## config.mk

```make
export PLATFORM = sky130hd
export DESIGN_NAME = bus_arbiter_rr
export DESIGN_NICKNAME = d
export VERILOG_FILES = /design/src/rtl/bus_arbiter_rr.sv
export SDC_FILE = /design/constraint.sdc
export NUM_CORES = 1
export LEC_CHECK = 0
export CAP_MARGIN = 20
export CORE_MARGIN = 10
export CORE_UTILIZATION = 50
export CTS_CLUSTER_DIAMETER = 50
export DETAILED_ROUTE_END_ITERATION = 6
export PLACE_DENSITY = 0.78
export SYNTH_ARGS = -nofsm -noshare
export SYNTH_HDL_FRONTEND = slang
export SYNTH_SLANG_ARGS = --single-unit
```

## constraint.sdc

```tcl
create_clock -name clk -period 3.6 [get_ports clk]
set_input_delay 0.72 -clock clk [delete_from_list [all_inputs] [get_ports clk]]
set_output_delay 0.72 -clock clk [all_outputs]
set_load 0.01 [all_outputs]
```

## src/rtl/bus_arbiter_rr.sv

```systemverilog
// ---------------------------------------------------------------------------
// bus_arbiter_rr
//
// Round-robin arbiter and watchdog for the shared 32-bit system bus.
// Eight DMA masters raise level-sensitive requests. One master at a time
// receives a registered one-hot grant. Between owners there is always a
// two-cycle all-zero grant window so the bus can turn around. An owner that
// holds the bus too long while others wait is preempted, but only between
// transactions. A transaction whose slave never answers is aborted.
//
// Transaction handshake: while granted, the owner holds `request` high for
// the whole transaction. The addressed slave raises `ready` for the cycle in
// which the transaction completes. A cycle with request=1 and ready=0 is a
// stall cycle. A grant is never removed while request=1, except when the
// stall count reaches TIMEOUT.
//
// Parameters:
//   TIMEOUT   consecutive stall cycles before an abort (2..255)
//   HOLD_MAX  owned cycles before preemption when others wait (1..255)
//
// Ports:
//   clk        bus clock, rising edge
//   rst_n      asynchronous active-low reset
//   dma_req    [7:0] per-master bus request, bit i = master i
//   request    transaction strobe from the granted master
//   ready      transaction complete from the addressed slave
//   grant      [7:0] one-hot grant or zero, registered
//   owner      [2:0] current owner index, meaningful while bus_busy=1
//   bus_busy   high while a master owns the bus
//   bus_error  one-cycle pulse after a timeout abort
//   err_owner  [2:0] master aborted by the most recent timeout (sticky)
// ---------------------------------------------------------------------------
module bus_arbiter_rr #(
   parameter int unsigned TIMEOUT  = 16,
   parameter int unsigned HOLD_MAX = 64
) (
   input  logic       clk,
   input  logic       rst_n,
   input  logic [7:0] dma_req,
   input  logic       request,
   input  logic       ready,
   output logic [7:0] grant,
   output logic [2:0] owner,
   output logic       bus_busy,
   output logic       bus_error,
   output logic [2:0] err_owner
);

   localparam logic [1:0] S_IDLE  = 2'd0;
   localparam logic [1:0] S_OWNED = 2'd1;
   localparam logic [1:0] S_GAP   = 2'd2;
   localparam logic [1:0] S_ERROR = 2'd3;

   // Counter values at which the timeout and preemption rules fire.
   localparam logic [7:0] WD_LAST   = 8'(TIMEOUT - 1);
   localparam logic [7:0] HOLD_LAST = 8'(HOLD_MAX - 1);

   logic [1:0] state;
   logic [2:0] last_owner;
   logic [7:0] hold_cnt;
   logic [7:0] wd_cnt;

   // Round-robin pick: the first set request bit found after last_owner,
   // wrapping modulo 8. Offset 8 wraps back to last_owner itself, so that
   // master is chosen only when it is the sole requester.
   logic [2:0] sel;
   logic [2:0] cand;
   logic       sel_found;

   always_comb begin
      sel       = 3'd0;
      cand      = 3'd0;
      sel_found = 1'b0;
      for (int i = 1; i <= 8; i++) begin
         cand = last_owner + 3'(i);
         if (!sel_found && dma_req[cand]) begin
            sel       = cand;
            sel_found = 1'b1;
         end
      end
   end

   logic stall;
   logic timeout_hit;
   logic release_hit;
   logic preempt_hit;

   assign stall       = request & ~ready;
   assign timeout_hit = stall && (wd_cnt == WD_LAST);
   assign release_hit = !dma_req[owner] && !request;
   assign preempt_hit = (hold_cnt >= HOLD_LAST) && ((dma_req & ~grant) != 8'd0) && !request;

   always_ff @(posedge clk or negedge rst_n) begin
      if (!rst_n) begin
         state      <= S_IDLE;
         grant      <= 8'd0;
         owner      <= 3'd0;
         bus_busy   <= 1'b0;
         bus_error  <= 1'b0;
         err_owner  <= 3'd0;
         last_owner <= 3'd7;
         hold_cnt   <= 8'd0;
         wd_cnt     <= 8'd0;
      end else begin
         case (state)
            S_IDLE: begin
               grant <= 8'd0;
               if (sel_found) begin
                  grant      <= 8'd1 << sel;
                  owner      <= sel;
                  last_owner <= sel;
                  hold_cnt   <= 8'd0;
                  wd_cnt     <= 8'd0;
                  bus_busy   <= 1'b1;
                  state      <= S_OWNED;
               end
            end
            S_OWNED: begin
               if (hold_cnt != 8'hFF) hold_cnt <= hold_cnt + 8'd1;
               wd_cnt <= stall ? wd_cnt + 8'd1 : 8'd0;
               // Timeout outranks the other exits. Release and preemption
               // both need request=0, so neither one can cut a transaction.
               if (timeout_hit) begin
                  grant     <= 8'd0;
                  bus_busy  <= 1'b0;
                  bus_error <= 1'b1;
                  err_owner <= owner;
                  state     <= S_ERROR;
               end else if (release_hit || preempt_hit) begin
                  grant    <= 8'd0;
                  bus_busy <= 1'b0;
                  state    <= S_GAP;
               end
            end
            S_GAP: begin
               grant <= 8'd0;
               state <= S_IDLE;
            end
            S_ERROR: begin
               grant     <= 8'd0;
               bus_error <= 1'b0;
               state     <= S_IDLE;
            end
            default: begin
               grant     <= 8'd0;
               bus_busy  <= 1'b0;
               bus_error <= 1'b0;
               state     <= S_IDLE;
            end
         endcase
      end
   end

endmodule

```

Yosys cells after proc, flatten, opt, wreduce, memory -nomap -nowiden
Cells that the tools add are included.

word-level totals
  flip-flop bits (word level) = 37
  output and inout bits = 16
  word-level logic and storage cells = 128

operators by class
  $add $sub $neg = 9
  $lt $le $gt $ge = 10
  eq/ne operators = 9
  shifts and indexed selects = 1
  mux-type cells = 53
  bitwise gates (word level) = 4
  reductions and logical operators = 33

operators with widths
  operator                                                           number
  two-way mux 8 bit                                                  6
  < comparator 3 x 4 -> 1 bit, second input constant                 9
  one-hot mux 8 bit (2 select lines)                                 2
  binary-select mux 1 bit (select 3 bit)                             9
  two-way mux 3 bit                                                  8
  one-hot mux 8 bit (3 select lines)                                 1
  two-way mux 1 bit                                                  21
  adder 8 x 1 -> 8 bit, second input constant                        2
  adder 3 bit, second input constant                                 4
  logical AND 1 bit                                                  11
  AND reduction 2 bit                                                5
  zero test 1 bit                                                    9
  bitwise AND 8 bit                                                  1
  equality test 8 x 4 -> 1 bit, second input constant                1
  greater-or-equal comparator 8 x 6 -> 1 bit, second input constant  1
  inequality test 8 bit, second input constant                       1
  inverter 8 bit                                                     1
  nonzero test 8 bit                                                 1
  << shifter 1 x 3 -> 8 bit, first input constant                    1
  adder 3 x 2 -> 3 bit, second input constant                        2
  two-way mux 2 bit                                                  3
  inequality test 2 bit, second input constant                       3
  one-hot mux 2 bit (3 select lines)                                 1
  AND reduction 3 bit                                                2
  11 further kinds                                                   14

Longest topological paths before layout
  word-level depth = 28
  gate-level depth with buffers = 15

Worst setup path before layout
No wires, ideal clock.

  path type = reg-to-reg
  start point = register last_owner[1]
  end point = register grant[5]
  setup time = 0.067 ns
  data arrival time = 3.146 ns
  required time = 3.533 ns
  setup slack = 0.386 ns
  stages on the path, launching flop included = 15
  path buffers = 4
  cells stage by stage = dfstp_2 buf_2 buf_6 inv_1 ha_1 buf_4 buf_6 mux2i_1 mux2i_1 o22ai_2 nand3_1 a221oi_2 a22oi_4 nor4_2 a22o_1

between the ends
  word-level cells in the longest chain between the ends = 28
  elaborated cells on any way between the ends = 56

RTL lines
  element                                  line  RTL
  from (decl)                              59    logic [2:0] last_owner;
  from (signal assigned)                   111   last_owner <= sel;
  adder 3 x 1 -> 3 bit                     75    cand = last_owner + 3'(i);
  binary-select mux 1 bit (select 3 bit)   76    if (!sel_found && dma_req[cand]) begin
  two-way mux 1 bit (implied by the code)  76
  two-way mux 1 bit                        76
  zero test 1 bit                          76
  logical AND 1 bit                        76
  two-way mux 1 bit                        76
  zero test 1 bit                          76
  [12 not listed]                          n/a
  logical AND 1 bit                        76
  two-way mux 1 bit                        76
  zero test 1 bit                          76
  logical AND 1 bit                        76
  two-way mux 3 bit                        76
  << shifter 1 x 3 -> 8 bit                109   grant <= 8'd1 << sel;
  two-way mux 8 bit *                      108   if (sel_found) begin
  one-hot mux 8 bit (3 select lines) *     105   case (state)
  to (signal assigned)                     109
  to (decl)                                42    output logic [7:0] grant,

Mark *: on every way between the ends. The rest lies on a longest branch, timed or not. The select of a mux whose other input is x is not followed.
A chain may end at the register's enable or synchronous reset.

Worst setup path in the final report
  start point = register last_owner[0]
  end point = register grant[6]

The elaborated chain is that of the path after synthesis.

==> flow_summary.json <==
{
  "vias": 2403,
  "grt_first_pass_wirelength_um": 11800,
  "die-area_um2": 9165,
  "tns_ns": 0,
  "first_pass_iters": 4,
  "timing.fmax_mhz": 300.8,
  "port_buffers": 27,
  "synth_seq_cells": 37,
  "grt-ovfl-total": 0,
  "fin_area_um2": 3258,
  "clock_skew_ns": 0.01023,
  "outcome": "finished clean",
  "die_h_um": 95.74,
  "ys_dominant_reg_cell": "dfrtp_1",
  "dp_hpwl_um": 5266,
  "io_pins": 28,
  "core_um2": 5540,
  "initial_core_util": 0.5176,
  "cap_violations": 0,
  "num_antenna_cells": 0,
  "synthArstFlopShare": 1.000,
  "synth_area_leaders": "dfrtp_1 30%, mux4_2 10%, mux2i_1 7.0%",
  "slew_headroom": 0.4499,
  "end_kind": "flip-flop",
  "clkSlewWorstSetupHoldPaths_ns": 0.08,
  "grt-busiest-layer": "met1",
  "synth_area_um2": 2868,
  "cp_cell_sequence": "inv_2 > ha_2 > buf_4 > mux2i_1 > mux4_2 > a21o_1 > nor4_1 > a221oi_2 > a22oi_4 > nand2_2 > o31ai_2",
  "p_per_area_nw_per_um2": 965.8,
  "cts_buffer_depth": 2,
  "grt_max_degree": 38,
  "ys_warn_count": 0,
  "hold_buffers": 0,
  "cts_tree": "yes",
  "max_stage_delay_ns": 0.54,
  "drt_iter0_markers": 166,
  "gp_congestion": 0.9637,
  "htreeDepth": 2,
  "placed_cell_area_um2": 3154,
  "synth_nets": 317,
  "critPathLaunchType": "flip-flop",
  "syn-mean-instance-area_um2": 9.527,
  "drtAntennaViolNets": 0,
  "worst_pin_slew_ns": 0.8251,
  "synth_common_cells": "34 x dfrtp_1, 27 x nand2_1, 23 x nor2_1",
  "fp-row-count": 27,
  "drc": 0,
  "peakVddDrop_v": 0.0004437,
  "drv_slew": 0,
  "routed_wirelength_um": 7160,
  "path_buf_inv": 2,
  "netlist_instances": 301,
  "finalSetupViolCount": 0,
  "ys_seq_area_frac": 0.3242,
  "yosysTopAreaCell": "dfrtp_1",
  "layout-drive-gt1-share": 0.1728,
  "synth_top_area_frac": 0.2967,
  "arrival_ns": 3.52,
  "die_w_um": 95.74,
  "worstPathRequired_ns": 3.80,
  "wl_per_cell_um": 18.08,
  "clk_latency_ns": 0.30,
  "grt_pass1_vias": 2311,
  "crit_slowest_cell": "dfstp_2",
  "yosys.cell_count.top_type": "dfrtp_1",
  "place_inst": 388,
  "timing.final.crit_share": 0.9236,
  "grt_use_met1": 0.2345,
  "synth-edff-count": 0,
  "grt_setup_unrepaired": "false",
  "met2_usage": 0.2302,
  "hold_violations": 0,
  "synth.distinct_cells": 65,
  "drt-vias-per-instance": 6.068,
  "grt_usage": 0.1606,
  "final_cell_count_no_fill": 396,
  "fin_crit_ns": 3.325,
  "clock-sinks": 37,
  "hp-class": "flip-flop to flip-flop",
  "met3_usage": 0.03113,
  "numCtsBuffers": 5,
  "worstSetupPathType": "flip-flop to flip-flop",
  "final_nets": 339,
  "area_growth_pct": 13.61,
  "critPathTopFamily": "compound AO/OA/AOI/OAI gates",
  "leakagePower_nw": 1.407,
  "antenna_found_initial": 0,
  "root_buffer": "clkbuf_8",
  "path_max_fanout": 10
}
==> worst register-to-register path: stages, from the launching register on <==
cell and delay, ns:
dfstp_2 0.54, inv_2 0.09, ha_2 0.51, buf_4 0.20
mux2i_1 0.07, mux4_2 0.48, a21o_1 0.20, nor4_1 0.33
a221oi_2 0.09, a22oi_4 0.31, nand2_2 0.15, o31ai_2 0.28
==> report_power, final <==
group          leakage, nW  switching (mW)  internal (mW)  total (mW)
Sequential           0.489           0.129          0.517       0.646
Clock               0.0542           0.147          0.173       0.320
Combinational        0.864            1.25          0.929        2.18
Total                 1.41            1.53           1.62        3.15
==> placed cells by master, fill, tap and decap left out, types with 3 or more instances in the layout <==
master | synthesis | layout
o31ai_1 | 4 | 4
a21o_1 | 3 | 3
and3_1 | 3 | 3
o22ai_1 | 5 | 5
o211ai_1 | 3 | 3
nand3_1 | 11 | 11
o21ai_1 | 4 | 4
dfrtp_1 | 34 | 34
o31ai_2 | 4 | 4
and2_1 | 4 | 4
nor2_1 | 23 | 23
a22o_1 | 3 | 3
or4_1 | 3 | 3
xnor2_1 | 7 | 7
nor2b_1 | 5 | 5
clkbuf_8 | 0 | 7
buf_4 | 2 | 7
mux4_2 | 13 | 13
inv_1 | 17 | 17
mux2_2 | 4 | 4
ha_1 | 4 | 3
a21oi_1 | 18 | 18
mux2i_1 | 20 | 20
clkdlybuf4s50_1 | 0 | 26
nor3_1 | 3 | 3
o21ai_0 | 18 | 18
nand2_1 | 27 | 27
dfstp_2 | 3 | 3
==> layout make-up <==
| cell class | count | area [um2] |
|---|---|---|
| clock buffer | 7 | 96.34 |
| timing repair buffer | 34 | 317.8 |
| inverter | 18 | 67.56 |
| multi-input combinational | 227 | 1752 |
| fill | 504 | 2282 |
| sequential | 37 | 929.6 |
| tap | 72 | 90.09 |
| clock inverter | 1 | 5.005 |
==> repair_timing <==
action,4_1_cts,5_1_grt
endpoints found under the setup margin,0,5
resized for setup,0,1
setup buffers,0,0
==> path summary, 6_finish.rpt <==
kind,slack (ns),from,cells past startpoint,end
min in group asynchronous,0.52,rst_n,1,wd_cnt[3]$_DFFE_PN0P_
worst min register to register,0.49,wd_cnt[7]$_DFFE_PN0P_,1,wd_cnt[7]$_DFFE_PN0P_
max in group asynchronous,2.55,rst_n,1,state[0]$_DFFE_PN0P_
worst max register to register,0.28,last_owner[0]$_DFFE_PN1P_,11,grant[6]$_DFFE_PN0N_
worst min-delay path,0.49,wd_cnt[7]$_DFFE_PN0P_,1,wd_cnt[7]$_DFFE_PN0P_
worst max-delay path,0.28,last_owner[0]$_DFFE_PN1P_,11,grant[6]$_DFFE_PN0N_
==> metrics by stage <==
stage          power (mW)  worst slack, ns    util  hold WS (ns)
6_report            3.147           0.2750  0.5881        0.4935
5_1_grt             3.374           0.1030  0.5881        0.5458
4_1_cts             3.129           0.2025  0.5876        0.4902
3_5_place_dp        2.798          0.03826  0.5693        0.4803
3_3_place_gp        2.758          0.08863  0.5693        0.4718
2_1_floorplan       2.356           0.3864       -        0.4244
==> per-layer routing <==
metal  vias to the layer above  share of wire  wire length (um)
met5                         -              0                 0
met4                         0          0.011                77
met3                         9          0.052               375
met2                        58           0.44              3179
met1                      1184           0.49              3528
li1                       1152              -                 -
==> kinds of logic after synthesis <==
| logic type | synth area share |
|---|---|
| AO/OA/AOI/OAI | 0.2142 |
| XOR/XNOR | 0.02443 |
| adder cells (fa/ha/maj) | 0.01745 |
| buffers and inverters | 0.06588 |
| flip-flops | 0.3242 |
| multiplexers | 0.1928 |
| AND/OR/NAND/NOR | 0.1610 |
==> state kept, by name (all words and copies together) (netlist names) <==
| name | count |
|---|---|
| bus_busy | 1 |
| bus_error | 1 |
| err_owner | 3 |
| state | 2 |
| hold_cnt | 8 |
| wd_cnt | 8 |
| last_owner | 3 |
| owner | 3 |
| grant | 8 |
Power figures use the tool's default switching activity.
